File: src/rtl/fifo_share_pkg.sv
// fifo_share_pkg: arbiter states, owner encodings and default sizes for the shared-FIFO controller
package fifo_share_pkg;
  typedef enum logic [1:0] {IDLE, OWN0, OWN1} state_t;
  localparam logic [1:0] OWNER_NONE = 2'b00;
  localparam logic [1:0] OWNER_P0 = 2'b01;
  localparam logic [1:0] OWNER_P1 = 2'b10;
  localparam int DW_DEF = 8;
  localparam int BURST_MAX_DEF = 4;
endpackage

File: src/rtl/fifo_share_rdbuf.sv
// fifo_share_rdbuf: read sequencer hiding the FIFO's registered read latency behind a 2-entry buffer
module fifo_share_rdbuf
  import fifo_share_pkg::*;
#(
  parameter int DW = DW_DEF
) (
  input  logic          clk,
  input  logic          rst_n,
  output logic          fifo_read_req,
  input  logic [DW-1:0] fifo_read_data,
  input  logic          fifo_empty,
  output logic          m_valid,
  output logic [DW-1:0] m_data,
  input  logic          m_ready
);
  logic [DW-1:0] mem [2];
  logic [1:0] cnt;
  logic inflight, wr_ptr, rd_ptr, pop;
  assign pop = m_valid & m_ready;
  // a read is only issued when its data is guaranteed a free slot on arrival
  assign fifo_read_req = ~fifo_empty & (({1'b0, cnt} + {2'b0, inflight}) < (3'd2 + {2'b0, pop}));
  assign m_valid = cnt != 2'd0;
  assign m_data = mem[rd_ptr];
  always_ff @(posedge clk or negedge rst_n)
    if (!rst_n) begin
      mem[0] <= '0;
      mem[1] <= '0;
      cnt <= '0;
      inflight <= 1'b0;
      wr_ptr <= 1'b0;
      rd_ptr <= 1'b0;
    end else begin
      inflight <= fifo_read_req;
      if (inflight) begin
        mem[wr_ptr] <= fifo_read_data;
        wr_ptr <= ~wr_ptr;
      end
      if (pop) rd_ptr <= ~rd_ptr;
      cnt <= cnt + {1'b0, inflight} - {1'b0, pop};
    end
endmodule

File: src/rtl/fifo_share_ctrl.sv
// fifo_share_ctrl: shares one sync FIFO between two writers (round-robin, bounded bursts) and streams it out.
// Define FIFO_SHARE_STATS_EN to add saturating grant and full-stall counters.
module fifo_share_ctrl
  import fifo_share_pkg::*;
#(
  parameter int DW = DW_DEF,
  parameter int BURST_MAX = BURST_MAX_DEF,
  parameter int CNT_W = 16
) (
  input  logic          clk,
  input  logic          rst_n,
  input  logic          p0_valid,
  input  logic [DW-1:0] p0_data,
  output logic          p0_ready,
  input  logic          p1_valid,
  input  logic [DW-1:0] p1_data,
  output logic          p1_ready,
  output logic          fifo_write_req,
  output logic [DW-1:0] fifo_write_data,
  input  logic          fifo_full,
  output logic          fifo_read_req,
  input  logic [DW-1:0] fifo_read_data,
  input  logic          fifo_empty,
  output logic          m_valid,
  output logic [DW-1:0] m_data,
  input  logic          m_ready,
  output logic [1:0]    owner
`ifdef FIFO_SHARE_STATS_EN
  ,
  output logic [CNT_W-1:0] grant_cnt0,
  output logic [CNT_W-1:0] grant_cnt1,
  output logic [CNT_W-1:0] full_stall_cnt
`endif
);
  localparam int BW = BURST_MAX > 1 ? $clog2(BURST_MAX) : 1;
  if (BURST_MAX < 1 || CNT_W < 1) begin : g_param_check
    $error("fifo_share_ctrl: BURST_MAX and CNT_W must be >= 1");
  end
  state_t state;
  logic rr;
  logic [BW-1:0] beat_cnt;
  logic cur_valid, oth_valid, acc, trig;
  assign cur_valid = state == OWN0 ? p0_valid : state == OWN1 ? p1_valid : 1'b0;
  assign oth_valid = state == OWN0 ? p1_valid : p0_valid;
  assign acc = cur_valid & ~fifo_full;
  assign p0_ready = (state == OWN0) & p0_valid & ~fifo_full;
  assign p1_ready = (state == OWN1) & p1_valid & ~fifo_full;
  assign fifo_write_req = acc;
  assign fifo_write_data = state == OWN1 ? p1_data : p0_data;
  assign owner = state == OWN0 ? OWNER_P0 : state == OWN1 ? OWNER_P1 : OWNER_NONE;
  // a burst ends when the owner drops valid or its last allowed beat is accepted
  assign trig = ~cur_valid | (acc & (beat_cnt == BW'(BURST_MAX - 1)));
  always_ff @(posedge clk or negedge rst_n)
    if (!rst_n) begin
      state <= IDLE;
      rr <= 1'b0;
      beat_cnt <= '0;
    end else if (state == IDLE) begin
      if (p0_valid & p1_valid) state <= rr ? OWN1 : OWN0;
      else if (p0_valid) state <= OWN0;
      else if (p1_valid) state <= OWN1;
    end else if (trig) begin
      beat_cnt <= '0;
      rr <= state == OWN0;
      state <= oth_valid ? (state == OWN0 ? OWN1 : OWN0) : cur_valid ? state : IDLE;
    end else if (acc) begin
      beat_cnt <= beat_cnt + 1'b1;
    end
`ifdef FIFO_SHARE_STATS_EN
  always_ff @(posedge clk or negedge rst_n)
    if (!rst_n) begin
      grant_cnt0 <= '0;
      grant_cnt1 <= '0;
      full_stall_cnt <= '0;
    end else begin
      if (p0_ready & ~&grant_cnt0) grant_cnt0 <= grant_cnt0 + 1'b1;
      if (p1_ready & ~&grant_cnt1) grant_cnt1 <= grant_cnt1 + 1'b1;
      if (cur_valid & fifo_full & ~&full_stall_cnt) full_stall_cnt <= full_stall_cnt + 1'b1;
    end
`endif
  fifo_share_rdbuf #(.DW(DW)) u_rdbuf (
    .clk(clk),
    .rst_n(rst_n),
    .fifo_read_req(fifo_read_req),
    .fifo_read_data(fifo_read_data),
    .fifo_empty(fifo_empty),
    .m_valid(m_valid),
    .m_data(m_data),
    .m_ready(m_ready)
  );
endmodule

File: config.mk
export PLATFORM = sky130hd
export DESIGN_NAME = fifo_share_ctrl
export DESIGN_NICKNAME = d
export VERILOG_FILES = /design/src/rtl/fifo_share_pkg.sv /design/src/rtl/fifo_share_rdbuf.sv /design/src/rtl/fifo_share_ctrl.sv
export SDC_FILE = /design/constraint.sdc
export NUM_CORES = 1
export LEC_CHECK = 0
export ABC_AREA = 0
export BUFFER_PORTS_ARGS = -buffer_cell sky130_fd_sc_hd__buf_2
export CORE_AREA = 2 2 56 58
export DETAILED_ROUTE_END_ITERATION = 8
export DIE_AREA = 0 0 58 60
export PLACE_DENSITY_LB_ADDON = 0.15
export SETUP_SLACK_MARGIN = 0.02
export SYNTH_ARGS = -nofsm -noshare
export SYNTH_HDL_FRONTEND = slang
export SYNTH_SLANG_ARGS = --single-unit
File: constraint.sdc
create_clock -name clk -period 2.65 [get_ports clk]
set_clock_uncertainty 0.05 [all_clocks]
set_input_delay 0.1325 -clock clk [delete_from_list [all_inputs] [get_ports clk]]
set_output_delay 0.1325 -clock clk [all_outputs]
set_load 0.05 [all_outputs]
==> impl_results.md, run 1 <==
- Status: complete, no violations
- Die H: 60 um
- CP Class: reg2out
- Worst EP arrival: 1.83 ns
- Nets: 218
- Peak supply drop: approximately 800 uV
- Largest net degree at the start of global routing: 27
- Grt ovf: 0
- R2r setup slk: 0.79 ns
- Max-slew violation count: 0
- CTS max path bufs: 2
- Post-Synthesis Net Count: 159
- Grt met3 use: 0.01732
- Synth unique cells: 28
- Flop pwr share: 0.343
- Pre-antenna DRT Iters: 4
- RSZ-0062 raised after global routing: false
- Die width: 58 um
- CTS clk-pin slew, worst paths: 0.13 ns
- Most common cell after layout, fill and taps aside: buf_2
- Pint: 1.097 mW
- Vias in the first global route: between 1000 and 1500
- Clock network fraction of design power: 0.093
- CP Launch Type: flip-flop
- Fin crit share: 0.7610
- H-tree lvl count: 1
- Fillers: 250
- Placed inst area: 1652 um^2
- CP Max Fanout: 5
- Initial DRC count: 37
- Reg2Reg Depth: 8
- Cell taking the most area after synthesis: dfrtp_1
- Critical Path RT: approximately 2.5 ns
- GRT Total Usage: 0.1678
- Kind of end point of the critical path: primary output
- Reg-to-Reg End: u_rdbuf.cnt[1]$_DFF_PN0_
- I/O Buffers: 53
- Mapped Cells: roughly 120
- Max Freq: 495.9 MHz
- ANT nets after route: 0
- Sequential share of the synthesized area: 0.4710
- Combinational share of power: 0.563
- RePlAce Congestion: 0.7178
- Vias per cell: 4.977
- Pwr Total: between 2 and 2.5 mW
- DIE AREA: around 3500 um^2
- Worst-path cell chain: ha_1, ha_1, o21a_1, nor3_1, buf_2
- Crit-path most repeated cell: ha_1
- Final Hold Vio Count: 0
- Net Sw Frac: 0.4695
- Mean post-synth cell area: 11.23 um^2
- First-pass GRT wire length: 4457 um
- Setup_tns: 0 ns
- Leakage: ~0.91 nW
- Initial antenna violation count: 0
- TritonCTS buffer count: 3
- Io pins: 54
- Drt total wl: 2609 um
- Global-route met1 utilization: 0.1900
- Clock period minus worst slack: just over 2 ns
- Root buffer cell: clkbuf_4
- NetSw: 970.4 uW
- Routing usage on met2: 0.3247
- Synthesis warning total: 0
- Most frequent cells in the layout: 53 x buf_2, 28 x nand2_1, 26 x mux2_2, 26 x dfrtp_1
- Placeable Area: 2903 um^2
- Share of layout cells above drive strength 1: 0.4807
- Fin util: 0.5987
- Reg area: approximately 650 um^2
- Hpwl dp: 2048 um
- Grt peak-use layer: met2
- Total number of vias: 1065
- Std-Cell Rows: 20
- Resized Gates After CTS: 0
- Hold crit path type: in2reg
- DRC errors left: 0
- CTS tree: yes
- Fin area: about 1700 um^2
- Multi-input logic area: 668.1 um^2
- Worst path max stage delay: about 0.46 ns
- P per Cell Area: 1189 nW/um^2
- Top cell type's share of synthesized area: 0.4710
- Clk_lat worst skew: 0.31 ns
- Synth top area cells: dfrtp_1 47%, mux2_2 21%, nand2_1 7.6%
- Ant. Diodes: 0
- CTS sink count: 26
- Area delta synth->final: 25.82%
- Max-Cap Viols: 0
- Worst Tran Pin Value: 0.7216 ns
- Yosys reg bits: 26
- Initial core utilization: 0.4759
- Post-synthesis cell area: 1381 um^2
- Reg2reg start: u_rdbuf.cnt[0]$_DFF_PN0_
- Worst setup endpoint: fifo_read_req
- Worst setup path startpoint: u_rdbuf.inflight$_DFF_PN0_
- Finish-stage setup viols: 0
- WL/cell: 12.19 um
- Max_slew headroom: 0.5179
- Crit-path slowest cell: dfrtp_1
## power by group through the flow
stage	clock network, mW	logic, mW	registers (mW)
final	0.193	1.16	0.710
after CTS	0.199	1.18	0.714
after global routing	0.214	1.26	0.738
after detailed placement	0	1.17	0.724
after global placement	0	1.14	0.704
after floorplan	0	0.995	0.658
## worst min path at each step
stage / from / endpoint / slack [ns] / cells after the start
after floorplan: rst_n / beat_cnt[0]$_DFFE_PN0P_ / -0.21 / 0
after global placement: rst_n / u_rdbuf.cnt[0]$_DFF_PN0_ / 0.1 / 1
after detailed placement: rst_n / u_rdbuf.cnt[0]$_DFF_PN0_ / 0.11 / 1
after CTS: fifo_read_data[0] / u_rdbuf.mem[0]$_DFFE_PN0P_ / 0.0006 / 2
after global routing: fifo_read_data[5] / u_rdbuf.mem[5]$_DFFE_PN0P_ / 0.004 / 2
final: fifo_read_data[5] / u_rdbuf.mem[13]$_DFFE_PN0P_ / 0.006 / 2
## sequential cells by signal, indices dropped and copies added, names as in the netlist
register,count
u_rdbuf.mem,16
beat_cnt,2
u_rdbuf.inflight,1
rr,1
u_rdbuf.rd_ptr,1
u_rdbuf.wr_ptr,1
u_rdbuf.cnt,2
state,2
## routing by layer
| layer | wire, um | up-vias |
|---|---|---|
| met1 | 1041 | 483 |
| met2 | 1341 | 48 |
| met4 | 28 | 0 |
| li1 | - | 530 |
| met3 | 197 | 4 |
| met5 | 0 | - |
## what timing repair did
item	in CTS	in global routing
hold endpoints to repair	29	2
buffers inserted	0	0
hold buffers	4	1
## logic make-up (layout without fill, tap and decap cells)
logic type / count (synthesis) / after routing / share of synthesized area
buffers and inverters: 9 / 67 / 0.04528
multiplexers: 27 / 27 / 0.2192
adder cells (fa/ha/maj): 5 / 5 / 0.04529
AO/OA/AOI/OAI: 9 / 9 / 0.05072
XOR/XNOR: 4 / 4 / 0.02537
AND/OR/NAND/NOR: 43 / 43 / 0.1431
flip-flops: 26 / 26 / 0.4710
## cell type report
class,count,area share
Sequential cell,26,0.3744
Multi-Input combinational cell,88,0.3844
Clock buffer,4,0.02088
Tap cell,33,0.02376
Inverter,5,0.01512
Timing Repair Buffer,58,0.1814
## Yosys cell counts
cell type  count
buf_4          1
inv_1          4
nor2_1         3
dfrtp_1       26
mux2_2        26
nand2_1       28
nor3_1         2
xor2_1         1
a21boi_4       1
clkbuf_1       1
buf_12         1
inv_8          1
o31ai_1        1
nor2b_1        4
xnor2_1        3
nand3b_1       1
or2_2          1
a221oi_1       1
nor3b_1        1
mux2i_1        1
nand3_1        1
buf_2          1
nand2b_4       1
ha_1           5
nand2b_1       1
o21ai_0        3
o21a_1         2
a21oi_1        1
## worst max-delay path, delay by kind of cell (launching register included)
family,cells,cell delay (ns)
fa+ha+maj,2,0.49
flops,1,0.46
compound gates,1,0.10
buf+inv,1,0.30
simple gates,1,0.17
## stage by stage
stage                     cells  hold slack [ns]  setup slack [ns]
after floorplan             123          -0.2131            0.3075
after global placement      205          0.09664            0.9262
after detailed placement    205           0.1070            0.7913
after CTS                   213        0.0006318            0.5989
after global routing        214         0.003895            0.4820
final                       214         0.006202            0.6335
No activity file was read; power rests on OpenSTA's default activity.
==> run 2: changes to the inputs <==
--- a/config.mk
+++ b/config.mk
@@ -7,9 +7,9 @@
 export LEC_CHECK = 0
 export ABC_AREA = 0
 export BUFFER_PORTS_ARGS = -buffer_cell sky130_fd_sc_hd__buf_2
-export CORE_AREA = 2 2 56 58
+export CORE_AREA = 2 2 57 59
 export DETAILED_ROUTE_END_ITERATION = 8
-export DIE_AREA = 0 0 58 60
+export DIE_AREA = 0 0 59 61
 export PLACE_DENSITY_LB_ADDON = 0.15
 export SETUP_SLACK_MARGIN = 0.02
 export SYNTH_ARGS = -nofsm -noshare
==> constraint.sdc (replaced) <==
create_clock -name clk -period 2 [get_ports clk]
set_clock_uncertainty 0.05 [all_clocks]
set_input_delay 0.1 -clock clk [delete_from_list [all_inputs] [get_ports clk]]
set_output_delay 0.1 -clock clk [all_outputs]
set_load 0.05 [all_outputs]
==> run 2 against run 1 <==
- wire length increased by 2.8%
- critical endpoint unchanged
- cell count increased by 3.3%
- clock power increased by 83%
==> impl_results.md, run 2 (synthesis gave the netlist of run 1 again) <==
- H-tree lvl count: 1 (unchanged)
- Reg2Reg Depth: 8 (unchanged)
- Pre-antenna DRT Iters: 4 (unchanged)
- Critical Path RT: 1.85 ns (-0.62 ns)
- Worst Hold End: u_rdbuf.rd_ptr$_DFFE_PN0P_
- Ant. Diodes: 0 (unchanged)
- Initial DRC count: 23 (-38%)
- CTS sink count: 26 (unchanged)
- WL/cell: 12.14 um (-0.42%)
- Vias in the first global route: 1078 (+4.4%)
- Pwr Total: 2.879 mW (+39%)
- Die width: 59 um (+1.7%)
- CTS tree: yes
- Grt ovf: 0 (unchanged)
- Max-slew violation count: 0 (unchanged)
- CTS max path bufs: 2 (unchanged)
- CP Class: reg2out
- Worst hold start: m_ready
- Area delta synth->final: 32.70%
- RSZ-0062 raised after global routing: false
- Reg area: 650.6 um^2 (unchanged)
- Total number of vias: 1100 (+3.3%)
- CTS clk-pin slew, worst paths: 0.14 ns (about the same)
- Max reg flops: 16 (unchanged)
- Post-CTS setup buffer count: 0 (unchanged)
- Io pins: 54 (unchanged)
- Share of layout cells above drive strength 1: 0.4734 (-0.007259)
- Max_slew headroom: 0.6244 (+0.1065)
- Root buffer cell: clkbuf_4
- Pre-CTS setup slack: 0.1859 ns (-0.6053 ns)
- Max Freq: 532.2 MHz
- Std-Cell Rows: 20 (unchanged)
- Die H: 61 um (+1.7%)
- Setup_tns: 0 ns (unchanged)
- First-pass GRT wire length: 4367 um (-2.0%)
- R2r setup slk: 0.18 ns (-0.61 ns)
- Largest net degree at the start of global routing: 27 (unchanged)
- Peak supply drop: 868.6 uV (+10%)
- Kind of end point of the critical path: primary output
- Worst EP arrival: 1.73 ns (-0.10 ns)
- RePlAce Congestion: 0.7626 (+6.2%)
- Worst Tran Pin Value: 0.5633 ns (-0.1583 ns)
- Fin crit share: 0.9396
- DRC errors left: 0 (unchanged)
- Drt total wl: 2683 um (+2.8%)
- Hold depth: 3 (+1)
- Status: complete, no violations
- DIE AREA: 3599 um^2 (+3.4%)
- ANT nets after route: 0 (unchanged)
- Fin util: 0.6208 (+0.02206)
- Multi-input logic area: 673.1 um^2 (+0.75%)
- Reg2reg start: u_rdbuf.cnt[1]$_DFF_PN0_
- P per Cell Area: 1570 nW/um^2 (+32%)
- Final Hold Vio Count: 0 (unchanged)
- TritonCTS buffer count: 3 (unchanged)
- Fillers: 258 (+3.2%)
- Vias per cell: 4.977 (about the same)
- Most flops, register: u_rdbuf.mem
- GRT Total Usage: 0.1583 (-0.009523)
- Hpwl dp: 2039 um (-0.45%)
- Initial core utilization: 0.4678 (-0.008065)
- Reg-to-Reg End: u_rdbuf.cnt[1]$_DFF_PN0_
- Most frequent cells in the layout: 52 x buf_2, 28 x nand2_1, 26 x mux2_2, 26 x dfrtp_1, 11 x dlygate4sd3_1
- Clock period minus worst slack: 1.879 ns
- Final worst slack: 0.1209 ns (-0.5126 ns)
- Finish-stage setup viols: 0 (unchanged)
- Leakage: 0.9458 nW (+4.5%)
- Hold WS: 0.02749 ns (+0.02129 ns)
- CP Launch Type: flip-flop
- I/O Buffers: 53 (unchanged)
- Hold crit path type: in2reg
- CP Max Fanout: 5 (unchanged)
- Clk_lat worst skew: 0.32 ns (about the same)
- Placeable Area: 2953 um^2 (+1.7%)
- Max-Cap Viols: 0 (unchanged)
- Nets: 225 (+3.2%)
- Most common cell after layout, fill and taps aside: buf_2
- Initial antenna violation count: 0 (unchanged)
## run 2: worst max-delay path, cell delays in order (launching register included)
cell     delay, ns
dfrtp_1       0.46
ha_1          0.22
ha_1          0.27
o21a_1        0.11
nor3_2        0.16
buf_6         0.19
## run 2: per-layer routing
metal	share of wire	global-route usage
met5	0	0
met4	0.011	0.04870
met3	0.054	0.01919
met2	0.51	0.3048
met1	0.43	0.1826
## run 2: power by group
group,switching (mW),internal [mW]
logic,0.967,0.613
clock network,0.150,0.203
registers,0.182,0.764
total,1.30,1.58
## run 2: area by class of cell
class	instances	share of cell area
Multi-Input combinational cell	88	0.3672
Sequential cell	26	0.3549
Timing Repair Buffer	65	0.2123
Tap cell	33	0.02253
Clock inverter	1	0.01638
Inverter	5	0.01433
Clock buffer	3	0.01229
## run 2: worst max path at each step
stage / from / slack (ns) / cells past startpoint / endpoint
6_report: u_rdbuf.inflight$_DFF_PN0_ / 0.12 / 5 / fifo_read_req
5_1_grt: u_rdbuf.inflight$_DFF_PN0_ / 0.03 / 5 / fifo_read_req
4_1_cts: u_rdbuf.inflight$_DFF_PN0_ / 0.03 / 5 / fifo_read_req
3_5_place_dp: u_rdbuf.cnt[1]$_DFF_PN0_ / 0.19 / 8 / u_rdbuf.cnt[1]$_DFF_PN0_
3_3_place_gp: u_rdbuf.cnt[1]$_DFF_PN0_ / 0.28 / 8 / u_rdbuf.cnt[1]$_DFF_PN0_
2_1_floorplan: state[0]$_DFFE_PN0P_ / 0.03 / 4 / p1_ready
## run 2: timing repair
action / in CTS / in global routing
setup endpoints to repair: 0 / 1
resized for setup: 0 / 3
hold buffers: 11 / 0
hold endpoints to repair: 45 / 0
## run 2: stage by stage
| stage | instances | area (um^2) |
|---|---|---|
| floorplan | 123 | 1386 |
| global placement | 206 | 1664 |
| detailed placement | 206 | 1664 |
| CTS | 221 | 1827 |
| global route | 221 | 1833 |
| finish | 221 | 1833 |
